## src/rtl/fifo_enq_arbiter_if.sv

```systemverilog
// Write-side bundle between N_REQ producers, the enqueue arbiter and the FIFO it feeds.
// The arbiter takes the master modport; the producer/FIFO environment takes the slave modport.
interface fifo_enq_arbiter_if #(
  parameter int N_REQ      = 4,
  parameter int DATA_WIDTH = 8,
  parameter int DEPTH      = 16
);
  localparam int CNT_W = $clog2(DEPTH) + 1;

  logic [N_REQ-1:0]            req;
  logic [N_REQ-1:0]            req_last;
  logic [N_REQ*DATA_WIDTH-1:0] req_data;
  logic [N_REQ-1:0]            gnt;
  logic                        fifo_enq;
  logic [DATA_WIDTH-1:0]       fifo_data;
  logic                        fifo_deq;
  logic                        fifo_empty;
  logic [CNT_W-1:0]            count;
  logic                        full;
  logic                        locked;

  modport master (
    input  req, req_last, req_data, fifo_deq, fifo_empty,
    output gnt, fifo_enq, fifo_data, count, full, locked
  );

  modport slave (
    output req, req_last, req_data, fifo_deq, fifo_empty,
    input  gnt, fifo_enq, fifo_data, count, full, locked
  );
endinterface

```

## src/rtl/fifo_enq_arbiter.sv

```systemverilog
// Round-robin, packet-locking arbiter for one FIFO write port; keeps its own occupancy count
// because the FIFO only reports empty.
//
// state  | meaning
// S_IDLE | no packet open; round-robin scan from r_last+1 picks the next beat
// S_LOCK | mid-packet; only r_owner may transfer until its last beat
module fifo_enq_arbiter #(
  parameter int N_REQ      = 4,
  parameter int DATA_WIDTH = 8,
  parameter int DEPTH      = 16
) (
  input  logic               clk,
  input  logic               rstn,
  fifo_enq_arbiter_if.master bus
);
  localparam int IDX_W = (N_REQ > 1) ? $clog2(N_REQ) : 1;
  localparam int CNT_W = $clog2(DEPTH) + 1;
  localparam logic [CNT_W-1:0] MAX_CNT = CNT_W'(DEPTH - 1);
  localparam logic [IDX_W-1:0] LAST_INIT = IDX_W'(N_REQ - 1);

  typedef enum logic {S_IDLE, S_LOCK} state_t;

  state_t                r_state;
  logic [IDX_W-1:0]      r_owner;
  logic [IDX_W-1:0]      r_last;
  logic [CNT_W-1:0]      r_count;
  logic                  r_enq;
  logic [DATA_WIDTH-1:0] r_data;

  state_t                w_next_state;
  logic [N_REQ-1:0]      w_gnt;
  logic [IDX_W-1:0]      w_sel;
  logic                  w_found;
  logic                  w_can_accept;
  logic                  w_pop;

  function automatic logic [IDX_W-1:0] rr_idx(input logic [IDX_W-1:0] base, input int k);
    int s;
    s = int'(base) + k;
    if (s >= N_REQ) s = s - N_REQ;
    return IDX_W'(s);
  endfunction

  // No bypass: a pop in this cycle does not make room for a grant in this cycle.
  assign w_can_accept = (r_count < MAX_CNT);
  assign w_pop        = bus.fifo_deq & ~bus.fifo_empty;

  always_comb begin
    w_next_state = r_state;
    w_gnt        = '0;
    w_sel        = r_owner;
    w_found      = 1'b0;
    case (r_state)
      S_IDLE: begin
        if (w_can_accept) begin
          for (int k = 1; k <= N_REQ; k++) begin
            if (!w_found && bus.req[rr_idx(r_last, k)]) begin
              w_found = 1'b1;
              w_sel   = rr_idx(r_last, k);
            end
          end
        end
        if (w_found) begin
          w_gnt[w_sel] = 1'b1;
          if (!bus.req_last[w_sel]) w_next_state = S_LOCK;
        end
      end
      S_LOCK: begin
        if (bus.req[r_owner] && w_can_accept) begin
          w_found        = 1'b1;
          w_gnt[r_owner] = 1'b1;
          if (bus.req_last[r_owner]) w_next_state = S_IDLE;
        end
      end
      default: w_next_state = S_IDLE;
    endcase
  end

  always_ff @(posedge clk or negedge rstn) begin
    if (!rstn) begin
      r_state <= S_IDLE;
      r_owner <= '0;
      r_last  <= LAST_INIT;
      r_count <= '0;
      r_enq   <= 1'b0;
      r_data  <= '0;
    end else begin
      r_state <= w_next_state;
      r_enq   <= w_found;
      if (w_found) begin
        r_data <= bus.req_data[int'(w_sel)*DATA_WIDTH +: DATA_WIDTH];
        if (r_state == S_IDLE) begin
          r_last  <= w_sel;
          r_owner <= w_sel;
        end
      end
      case ({w_found, w_pop})
        2'b10:   r_count <= r_count + 1'b1;
        2'b01:   r_count <= r_count - 1'b1;
        default: r_count <= r_count;
      endcase
    end
  end

  assign bus.gnt       = w_gnt;
  assign bus.fifo_enq  = r_enq;
  assign bus.fifo_data = r_data;
  assign bus.count     = r_count;
  assign bus.full      = (r_count == MAX_CNT);
  assign bus.locked    = (r_state == S_LOCK);
endmodule
```

## src/flat_wrapper.sv

```systemverilog
// flat-port wrapper written by rule: the top's interface ports become plain ports
module fifo_enq_arbiter_flat 
#(
  parameter int N_REQ      = 4,
  parameter int DATA_WIDTH = 8,
  parameter int DEPTH      = 16
)
  (clk, rstn, bus_req, bus_req_last, bus_req_data, bus_fifo_deq, bus_fifo_empty, bus_gnt, bus_fifo_enq, bus_fifo_data, bus_count, bus_full, bus_locked);
  fifo_enq_arbiter_if #(.N_REQ(N_REQ), .DATA_WIDTH(DATA_WIDTH), .DEPTH(DEPTH)) bus_i ();
  input  logic clk;
  input  logic rstn;
  input wire logic [$bits(bus_i.req)-1:0] bus_req;
  input wire logic [$bits(bus_i.req_last)-1:0] bus_req_last;
  input wire logic [$bits(bus_i.req_data)-1:0] bus_req_data;
  input wire logic [$bits(bus_i.fifo_deq)-1:0] bus_fifo_deq;
  input wire logic [$bits(bus_i.fifo_empty)-1:0] bus_fifo_empty;
  output wire logic [$bits(bus_i.gnt)-1:0] bus_gnt;
  output wire logic [$bits(bus_i.fifo_enq)-1:0] bus_fifo_enq;
  output wire logic [$bits(bus_i.fifo_data)-1:0] bus_fifo_data;
  output wire logic [$bits(bus_i.count)-1:0] bus_count;
  output wire logic [$bits(bus_i.full)-1:0] bus_full;
  output wire logic [$bits(bus_i.locked)-1:0] bus_locked;
  assign bus_i.req = bus_req;
  assign bus_i.req_last = bus_req_last;
  assign bus_i.req_data = bus_req_data;
  assign bus_i.fifo_deq = bus_fifo_deq;
  assign bus_i.fifo_empty = bus_fifo_empty;
  assign bus_gnt = bus_i.gnt;
  assign bus_fifo_enq = bus_i.fifo_enq;
  assign bus_fifo_data = bus_i.fifo_data;
  assign bus_count = bus_i.count;
  assign bus_full = bus_i.full;
  assign bus_locked = bus_i.locked;
  fifo_enq_arbiter #(.N_REQ(N_REQ), .DATA_WIDTH(DATA_WIDTH), .DEPTH(DEPTH)) u_core (.clk(clk), .rstn(rstn), .bus(bus_i));
endmodule
```

## config.mk

```make
export PLATFORM = sky130hd
export DESIGN_NAME = fifo_enq_arbiter_flat
export DESIGN_NICKNAME = d
export VERILOG_FILES = /design/src/rtl/fifo_enq_arbiter_if.sv /design/src/rtl/fifo_enq_arbiter.sv /design/src/flat_wrapper.sv
export SDC_FILE = /design/constraint.sdc
export NUM_CORES = 1
export LEC_CHECK = 0
export CORE_ASPECT_RATIO = 1.4
export CORE_UTILIZATION = 30
export CTS_BUF_LIST = sky130_fd_sc_hd__clkbuf_8
export DETAILED_ROUTE_END_ITERATION = 12
export GPL_TIMING_DRIVEN = 0
export PLACE_DENSITY_LB_ADDON = 0.1
export SYNTH_ARGS = -nofsm -noshare
export SYNTH_HDL_FRONTEND = slang
export SYNTH_SLANG_ARGS = --single-unit
export TNS_END_PERCENT = 20
```

## constraint.sdc

```tcl
create_clock -name clk -period 3.05 [get_ports clk]
set_input_delay 0.61 -clock clk [delete_from_list [all_inputs] [get_ports clk]]
set_output_delay 0.61 -clock clk [all_outputs]
set_load 0.02 [all_outputs]
```

==> results of run 1 <==
==> cell usage after synthesis (2+ instances only) <==
master / n
mux2i_1: 10
mux2_2: 2
inv_1: 8
clkbuf_1: 4
a21o_1: 2
ha_1: 4
nor2b_1: 2
dfrtp_1: 17
nor3_1: 4
o32ai_1: 2
buf_6: 2
o2111ai_1: 8
a21oi_1: 10
nor3b_1: 2
nand3_1: 10
o21ai_0: 8
nor2_1: 9
o22ai_1: 2
xnor2_1: 2
nand3b_1: 9
mux4_2: 3
xor2_1: 5
nand2_1: 20
dfstp_2: 2
nand2b_1: 3
buf_2: 4
==> flip-flops by register name, indices dropped and copies added, names as in the netlist <==
name	flops
u_core.r_owner	2
u_core.r_last	2
u_core.bus.fifo_enq	1
u_core.bus.fifo_data	8
u_core.bus.count	5
u_core.bus.locked	1
==> metal layers <==
| metal | global-route usage | vias up |
|---|---|---|
| met2 | 0.2905 | 44 |
| met5 | 0 | - |
| met4 | 0.05285 | 0 |
| li1 | - | 774 |
| met3 | 0.02632 | 4 |
| met1 | 0.1849 | 765 |
==> stage by stage <==
| step | cell area, um^2 | util |
|---|---|---|
| floorplan | 1553 | - |
| global placement | 2243 | 0.4597 |
| detailed placement | 2243 | 0.4597 |
| CTS | 2315 | 0.4744 |
| global route | 2322 | 0.4759 |
| finish | 2322 | 0.4759 |
==> worst max-delay path, cell delays in order <==
cell	delay, ns
clkdlybuf4s15_2	0.25
mux4_2	0.50
nor2_2	0.09
a311o_1	0.18
clkbuf_8	0.15
ha_2	0.17
buf_6	0.13
xor2_2	0.14
ha_2	0.20
o21ai_0	0.07
a21oi_1	0.15
a21oi_1	0.09
xor2_1	0.15
nor2_1	0.13
xor2_1	0.15
==> kinds of logic (layout without fill, tap and decap cells) <==
group / Yosys count / in the layout / share of synthesized area
flops: 19 / 19 / 0.3111
simple gates: 65 / 65 / 0.2215
fa+ha+maj: 4 / 4 / 0.03257
compound gates: 44 / 44 / 0.2117
mux: 15 / 15 / 0.1238
xor+xnor: 7 / 7 / 0.03990
buf+inv: 19 / 86 / 0.05944
==> how the worst max path moves through the flow <==
stage / slack [ns] / to / startpoint / cells past startpoint
after CTS: -0.007 / u_core.bus.count[4] / bus_req[3] / 15
final: 0.07 / u_core.bus.count[4] / bus_req[1] / 15
after global routing: -0.07 / u_core.bus.count[4] / bus_req[1] / 15
after floorplan: 0.01 / u_core.bus.count[4] / bus_req[2] / 15
after global placement: -0.88 / bus_gnt[2] / bus_req[3] / 8
after detailed placement: -0.88 / bus_gnt[2] / bus_req[3] / 8
==> repair_timing <==
item / CTS / global route
pin swaps: 2 / 2
gates resized for setup: 26 / 16
cloned: 0 / 0
buffers inserted: 3 / 0
endpoints found under the setup margin: 8 / 5
==> area by class of cell <==
class,count,area (um^2)
timing repair buffer,64,609.3
clock buffer,3,41.29
fill,513,2557
sequential,19,479.2
clock inverter,1,5.005
multi-input combinational,135,998.5
inverter,8,30.03
tap,64,80.08
buffer,10,78.83
==> power breakdown <==
part           total (uW)  leakage [uW]  switching [uW]  internal [uW]
Combinational        1840      0.000702             978            864
Sequential            540      0.000226             139            401
Clock                 178     0.0000255            87.1           90.8
==> reports/results.txt, run 1 <==
status: completed
Seq cells post-synth: 19
post-synthesis instance area: 1536 um^2
FF-to-FF End: u_core.bus.count[4]
CTS tree: yes
Iter 0 DRT Violations: 78
DR vias: 1,587
dpl cells: 298
Setup-failing EPs final: 0
Synth top area share: 0.2769
Clk Latency, worst-skew pair: 0.25 ns
CP arrival: 3.16 ns
Die W: 62.49 um
crit path capture type: register
Hold Crit Depth: 2
EDFF count, synth: 0
RSZ-0062 raised after global routing: yes
CTS clk-pin slew, worst paths: 0.07 ns
most frequent cells in the layout: 55 x clkdlybuf4s50_1, 20 x nand2_1, 16 x dfrtp_1
Ys Warns: 0
min-delay src: u_core.bus.fifo_data[0]
Starting Density: 0.3149
Tot Pwr: 2561 uW
worst hold slack: 0.4907 ns
Pre-antenna DRT Iters: 4
largest net degree at the start of global routing: 20
post-route minimum period: 2.975 ns
CP Max Fanout: 8
Final ANT Viol Nets: 0
Syn Area/Cell: 8.881 um^2
final WL: 4.316 mm
total CTS buffers: 3
critical path class: input port to register
commonest non-fill, non-tap cell in the layout: clkdlybuf4s50_1
first-pass GRT wire length: 6.858 mm
syn nets: 221
final routed DRC violation total: 0
ys async rst share: 1.000
highest metal used: met4
Least-Margin Pin Slew: 0.8636 ns
Reg2Reg Launch Point: u_core.bus.count[1]
share of layout cells above drive strength 1: 0.1750
pwr dens: 1103 nW/um^2
Final #Nets: 289
Hold EP: u_core.bus.fifo_data[0]
min-delay worst type: register to register
post-synthesis sequential area ratio: 0.3111
Wirelength per Cell: 14.20 um
die area: 5416 um^2
worst reg-to-reg path cell count: 14
R2R Setup Slk: 0.08 ns
Clock Sinks: 19
DIE HEIGHT: 86.68 um
Clock Path Buffers: 2
leading area contributor after synthesis: dfrtp_1
clk root buf: clkbuf_8
setup TNS: 0 ns
P_leak: 0.0009543 uW
CP required: 3.23 ns
max-cap violation count: 0
initial antenna violation count: 0
post-DP HPWL: 3.226 mm
all-layer global routing usage: 0.1583
synthesized instance count: 173
Top FF cell, synth: dfrtp_1
met2 WL: 2.265 mm
vias per cell: 5.220
vias in the first global route: 1,467
post-route setup slack: 0.07470 ns
top post-synthesis cells by area: dfrtp_1 28%, mux2i_1 6.5%, nand2_1 4.9%, o2111ai_1 4.6%, nand3b_1 4.4%
fin crit share: 0.9755
GRT overflow: 0
skew final: 0.001779 ns
GP Congestion: 0.7829
antenna cell count: 0
H-tree depth: 1
row cnt: 30
CP startpoint kind: input port
area of the core: 4880 um^2
area grow syn2layout: 51.14%
IO Port Bufs: 61
Hold Buf Count CTS: 0
Fmax: 0.3361 GHz
post-route insts no fill: 304
WL met3: 198 um
Slew Limit Fails: 0
io pins: 64
met1 wire length: 1.802 mm
worst relative slew slack: 0.4225
Distinct cells, synth: 45
peak supply drop: 561.1 uV
final hold vios: 0
Setup WS pre-CTS: -0.8782 ns
Note: power is estimated with default switching activity, not from simulation.
==> run 2, diff against run 1 <==
--- a/config.mk
+++ b/config.mk
@@ -5,9 +5,10 @@
 export SDC_FILE = /design/constraint.sdc
 export NUM_CORES = 1
 export LEC_CHECK = 0
-export CORE_ASPECT_RATIO = 1.4
+export CORE_ASPECT_RATIO = 0.9
 export CORE_UTILIZATION = 30
 export CTS_BUF_LIST = sky130_fd_sc_hd__clkbuf_8
+export CTS_CLUSTER_DIAMETER = 200
 export DETAILED_ROUTE_END_ITERATION = 12
 export GPL_TIMING_DRIVEN = 0
 export PLACE_DENSITY_LB_ADDON = 0.1
==> run 2 against run 1 <==
Combinational power is essentially flat. Hold slack gained 0.00095 ns. Highest routed layer unchanged. Sequential share of layout area shrank 0.12 points. Non-clock buffer count grew 1. Die area is essentially flat. Clock-buffer cell count is the same. Core utilization grew 0.14 points. First-iteration DRC count shrank 64%. Sequential cell count is the same.
==> reports/results.txt, run 2 (same netlist as run 1, synthesis figures left out) <==
CTS tree: yes
logic gate share of total power: 0.725 (+0.006)
io pins: 64 (unchanged)
post-DP HPWL: 3.091 mm (-4.2%)
most frequent cells in the layout: 55 x clkdlybuf4s50_1, 20 x nand2_1, 16 x dfrtp_1
Setup-failing EPs final: 0 (unchanged)
Die W: 77.44 um (+24%)
sequential share of power: 0.208 (-0.003)
clock network power share: 0.067 (-0.002)
min-delay src: u_core.bus.fifo_data[4]
row cnt: 24 (-20%)
commonest non-fill, non-tap cell in the layout: clkdlybuf4s50_1
Final ANT Viol Nets: 0 (unchanged)
peak supply drop: 385.8 uV (-31%)
first-pass GRT wire length: 7.369 mm (+7.5%)
routing usage on met1: 0.2157 (+0.03077)
initial antenna violation count: 0 (unchanged)
final WL: 4.219 mm (-2.2%)
final hold vios: 0 (unchanged)
net switching power: 1207 uW (+0.17%)
Placed Area: 2245 um^2 (about the same)
Setup WS pre-CTS: -0.8064 ns (+0.07179 ns)
CP startpoint kind: register
Final #Nets: 290 (+0.35%)
post-route setup slack: 0.1334 ns (+0.05871 ns)
RSZ-0062 raised after global routing: yes
critical path class: register to register
grt peak-use layer: met2
IO Port Bufs: 61 (unchanged)
Hold Buf Count CTS: 0 (unchanged)
pwr dens: 1106 nW/um^2 (+0.28%)
post-route insts no fill: 306 (+0.66%)
total CTS buffers: 3 (unchanged)
area of the core: 4895 um^2 (+0.31%)
FF-to-FF End: u_core.bus.count[4]
vias in the first global route: 1,613 (+10%)
post-route minimum period: 2.917 ns (-0.05871 ns)
share of layout cells above drive strength 1: 0.1743 (-0.0007261)
crit path capture type: register
grt met2 use: 0.2822 (-0.008311)
CP arrival: 3.06 ns (-0.10 ns)
DR vias: 1,562 (-1.6%)
Clock Sinks: 19 (unchanged)
GRT overflow: 0 (unchanged)
H-tree depth: 1 (unchanged)
max FFs per register: 8 (unchanged)
GP Congestion: 0.7612 (-2.8%)
P_leak: 0.0009588 uW (+0.47%)
largest net degree at the start of global routing: 20 (unchanged)
Hold EP: u_core.bus.fifo_data[4]
status: completed
worst relative slew slack: 0.4265 (+0.004008)
CP Max Fanout: 9 (+1)
antenna cell count: 0 (unchanged)
Hold Crit Depth: 2 (unchanged)
final routed DRC violation total: 0 (unchanged)
Slew Limit Fails: 0 (unchanged)
die area: 5412 um^2 (about the same)
Global Route met3 Usage: 0.03922 (+0.01290)
CP required: 3.19 ns (-0.04 ns)
Reg2Reg Launch Point: u_core.bus.count[1]
Tot Pwr: 2583 uW (+0.87%)
Int Pwr: 1376 uW (+1.5%)
Starting Density: 0.3139 (-0.0009658)
dpl cells: 299 (+0.34%)
min-delay worst type: register to register
worst hold slack: 0.4916 ns (+0.0009450 ns)
Fmax: 0.3429 GHz (+2.0%)
all-layer global routing usage: 0.1680 (+0.009724)
Wirelength per Cell: 13.79 um (-2.9%)
DIE HEIGHT: 69.89 um (-19%)
vias per cell: 5.105 (-2.2%)
Clk Latency, worst-skew pair: 0.25 ns (about the same)
CTS clk-pin slew, worst paths: 0.07 ns (about the same)
fin crit share: 0.9563 (-0.01925)
area grow syn2layout: 52.04%
skew final: 0.001300 ns (-0.0004794 ns)
Pre-antenna DRT Iters: 4 (unchanged)
Iter 0 DRT Violations: 28 (-64%)
R2R Setup Slk: 0.13 ns (+0.05 ns)
max-cap violation count: 0 (unchanged)
clk root buf: clkbuf_8
Clock Path Buffers: 2 (unchanged)
Sw Ratio: 0.4672 (-0.003255)
Least-Margin Pin Slew: 0.8576 ns (-0.005993 ns)
fill count: 497 (-3.1%)
Final Cell Area: 2336 um^2 (+0.59%)
worst reg-to-reg path cell count: 14 (unchanged)
-- run 2: layer usage --
| layer | vias to the layer above | wire, um |
|---|---|---|
| li1 | 781 | - |
| met1 | 722 | 1906 |
| met3 | 4 | 302 |
| met2 | 55 | 1974 |
| met5 | - | 0 |
| met4 | 0 | 36 |
-- run 2: cell type report --
| class | instances | area, um^2 | area share |
|---|---|---|---|
| Timing Repair Buffer | 65 | 610.6 | 0.2614 |
| Clock inverter | 1 | 3.754 | 0.001607 |
| Buffer | 10 | 78.83 | 0.03374 |
| Tap cell | 65 | 81.33 | 0.03482 |
| Sequential cell | 19 | 479.2 | 0.2051 |
| Inverter | 8 | 30.03 | 0.01285 |
| Clock buffer | 3 | 41.29 | 0.01768 |
| Multi-Input combinational cell | 135 | 1011 | 0.4328 |
-- run 2: metrics by stage --
step / util / TNS, ns
final: 0.4772 / 0
after detailed placement: 0.4586 / -6.027
after global placement: 0.4586 / -6.439
after floorplan: - / 0
after CTS: 0.4742 / -0.002230
after global routing: 0.4772 / -0.05835
-- run 2: repair_timing --
action	4_1_cts	5_1_grt
setup buffers	4	0
setup endpoints to repair	8	5
gates cloned	0	0
pin swaps	2	4
gates resized for setup	23	22
-- run 2: worst max-delay path, stage by stage (launching register included) --
cell and delay (ns):
dfrtp_1 0.38, buf_2 0.19, a41o_4 0.30, a311o_1 0.36, clkbuf_8 0.15, ha_2 0.17, buf_6 0.14, xor2_2 0.14
ha_2 0.19, o21ai_0 0.17, a21oi_1 0.09, a21oi_1 0.16, xor2_1 0.16, nor2_1 0.07, xor2_1 0.14
-- run 2: worst max-delay path by stage --
stage	from	endpoint	cells after the start
after global routing	u_core.bus.count[1]	u_core.bus.count[4]	14
final	u_core.bus.count[1]	u_core.bus.count[4]	14
after detailed placement	bus_req[3]	bus_gnt[2]	8
after floorplan	bus_req[2]	u_core.bus.count[4]	15
after global placement	bus_req[3]	bus_gnt[2]	8
after CTS	u_core.r_last[1]	bus_gnt[1]	8
-- run 2: power groups by stage --
stage          Combinational [uW]  Sequential (uW)  Clock, uW
2_1_floorplan                1130              618          0
3_3_place_gp                 1810              523          0
3_5_place_dp                 1810              520          0
4_1_cts                      1860              533        181
5_1_grt                      2060              562        190
6_report                     1870              538        173
==> run 3, diff against run 2 <==
--- a/config.mk
+++ b/config.mk
@@ -5,7 +5,6 @@
 export SDC_FILE = /design/constraint.sdc
 export NUM_CORES = 1
 export LEC_CHECK = 0
-export CORE_ASPECT_RATIO = 0.9
 export CORE_UTILIZATION = 30
 export CTS_BUF_LIST = sky130_fd_sc_hd__clkbuf_8
 export CTS_CLUSTER_DIAMETER = 200
==> run 3 against run 2 <==
Hold slack got worse by 0.0012 ns. Highest routed layer unchanged. Largest power group unchanged. Sequential share of layout area barely moved. Combinational power about the same.
==> reports/results.txt, run 3 (same netlist as run 1, synthesis figures left out) <==
status: completed
CTS clk-pin slew, worst paths: 0.07 ns (about the same)
fin crit share: 0.9876 (+0.03134)
Reg2Reg Launch Point: u_core.bus.count[1]
GRT overflow: 0 (unchanged)
first-pass GRT wire length: 7.003 mm (-5.0%)
min-delay worst type: register to register
antenna cell count: 0 (unchanged)
initial antenna violation count: 0 (unchanged)
final hold vios: 0 (unchanged)
all-layer global routing usage: 0.1696 (+0.001599)
commonest non-fill, non-tap cell in the layout: clkdlybuf4s50_1
met1 wire length: 1.998 mm (+4.8%)
vias per cell: 5.153 (+0.94%)
max-cap violation count: 0 (unchanged)
Starting Density: 0.3190 (+0.005055)
GP Congestion: 0.8054 (+5.8%)
largest net degree at the start of global routing: 20 (unchanged)
worst relative slew slack: 0.4108 (-0.01569)
CP required: 2.44 ns (-0.75 ns)
met2 WL: 2.022 mm (+2.4%)
Setup-failing EPs final: 0 (unchanged)
area of the core: 4817 um^2 (-1.6%)
Least-Margin Pin Slew: 0.8810 ns (+0.02346 ns)
most frequent cells in the layout: 55 x clkdlybuf4s50_1, 20 x nand2_1, 16 x dfrtp_1
CP arrival: 2.40 ns (-0.66 ns)
R2R Setup Slk: 0.13 ns (about the same)
Wirelength per Cell: 13.99 um (+1.5%)
CTS tree: yes
peak supply drop: 478.2 uV (+24%)
RSZ-0062 raised after global routing: yes
row cnt: 25 (+4.2%)
Final ANT Viol Nets: 0 (unchanged)
highest metal used: met4
Iter 0 DRT Violations: 72 (+160%)
final WL: 4.310 mm (+2.2%)
P_leak: 0.0009589 uW (about the same)
worst setup path endpoint: bus_gnt[3]
FF-to-FF End: u_core.bus.count[4]
Final Util: 0.4860 (+0.008725)
IO Port Bufs: 61 (unchanged)
WL met3: 259 um (-14%)
Clock Sinks: 19 (unchanged)
Pre-antenna DRT Iters: 4 (unchanged)
crit path launch: u_core.r_last[1]
post-DP HPWL: 3.155 mm (+2.1%)
Die W: 73.57 um (-5.0%)
die area: 5412 um^2 (about the same)
setup TNS: 0 ns (unchanged)
vias in the first global route: 1,479 (-8.3%)
CP Max Fanout: 10 (+1)
Clk Latency, worst-skew pair: 0.25 ns (about the same)
total CTS buffers: 3 (unchanged)
Setup WS pre-CTS: -0.9087 ns (-0.1023 ns)
share of layout cells above drive strength 1: 0.1660 (-0.008299)
H-tree depth: 1 (unchanged)
area grow syn2layout: 52.36%
io pins: 64 (unchanged)
final routed DRC violation total: 0 (unchanged)
skew final: 0.005828 ns (+0.004528 ns)
DIE HEIGHT: 73.57 um (+5.3%)
CP startpoint kind: register
Slew Limit Fails: 0 (unchanged)
Fmax: 0.3320 GHz (-3.2%)
Clock Path Buffers: 2 (unchanged)
worst reg-to-reg path cell count: 14 (unchanged)
post-route setup slack: 0.03783 ns (-0.09558 ns)
Hold Buf Count CTS: 0 (unchanged)
pwr dens: 1104 nW/um^2 (-0.17%)
crit path capture type: primary output
Final #Nets: 290 (unchanged)
clk root buf: clkbuf_8
DR vias: 1,587 (+1.6%)
max FFs per register: 8 (unchanged)
post-route minimum period: 3.012 ns (+0.09558 ns)
critical path class: register to primary output
run 3: cell types whose count changed in the layout (fill, tap and decap cells not counted), sizes merged:
cell	before	now
buf	17	15
clkbuf	6	7
clkdlybuf4s15	0	1
run 3: power by group:
| group | switching, uW | leakage, uW | total (uW) | internal (uW) |
|---|---|---|---|---|
| clock | 80.4 | 0.0000269 | 170 | 89.3 |
| combinational | 985 | 0.000706 | 1870 | 887 |
| sequential | 142 | 0.000226 | 543 | 401 |
run 3: what timing repair did:
action                                  in CTS  in global routing
gates resized for setup                     26                 14
gates cloned                                 0                  0
pin swaps                                    2                  3
buffers inserted                             4                  0
endpoints found under the setup margin       9                  5
run 3: stage by stage:
step | power (uW) | instances | instance area (um^2) | hold WS, ns
floorplan | 1746 | 173 | 1553 | 0.3144
global placement | 2318 | 301 | 2247 | 0.4751
detailed placement | 2335 | 301 | 2247 | 0.4763
CTS | 2587 | 309 | 2341 | 0.4984
global route | 2806 | 308 | 2341 | 0.5264
finish | 2584 | 308 | 2341 | 0.4905
run 3: how the worst min path moves through the flow:
stage               slack [ns]  depth (start not counted)                    start                       to
detailed placement        0.48                          2  u_core.bus.fifo_data[2]  u_core.bus.fifo_data[2]
CTS                       0.50                          2  u_core.bus.fifo_data[3]  u_core.bus.fifo_data[3]
floorplan                 0.31                          0                     rstn      u_core.bus.count[0]
finish                    0.49                          2  u_core.bus.fifo_data[3]  u_core.bus.fifo_data[3]
global placement          0.48                          2  u_core.bus.fifo_data[0]  u_core.bus.fifo_data[0]
global route              0.53                          2  u_core.bus.fifo_data[6]  u_core.bus.fifo_data[6]
run 3: cell type report:
cell class	count	area [um^2]
inverter	8	30.03
timing repair buffer	65	616.8
clock buffer	3	41.29
fill	492	2476
multi-input combinational	135	1005
tap	67	83.83
buffer	10	81.33
sequential	19	479.2
clock inverter	1	3.754
run 3: worst max-delay path: stages, from the launching register on:
cell and delay (ns):
dfstp_2 0.53, buf_6 0.13, mux4_2 0.51, o21ai_1 0.18, a22oi_2 0.13, a21oi_2 0.18
buf_4 0.16, o21ai_0 0.08, clkdlybuf4s15_2 0.26
run 3: per-layer routing:
layer	GRT usage	vias up
li1	-	775
met5	0	-
met2	0.2640	57
met1	0.2423	753
met4	0.04487	0
met3	0.02881	2
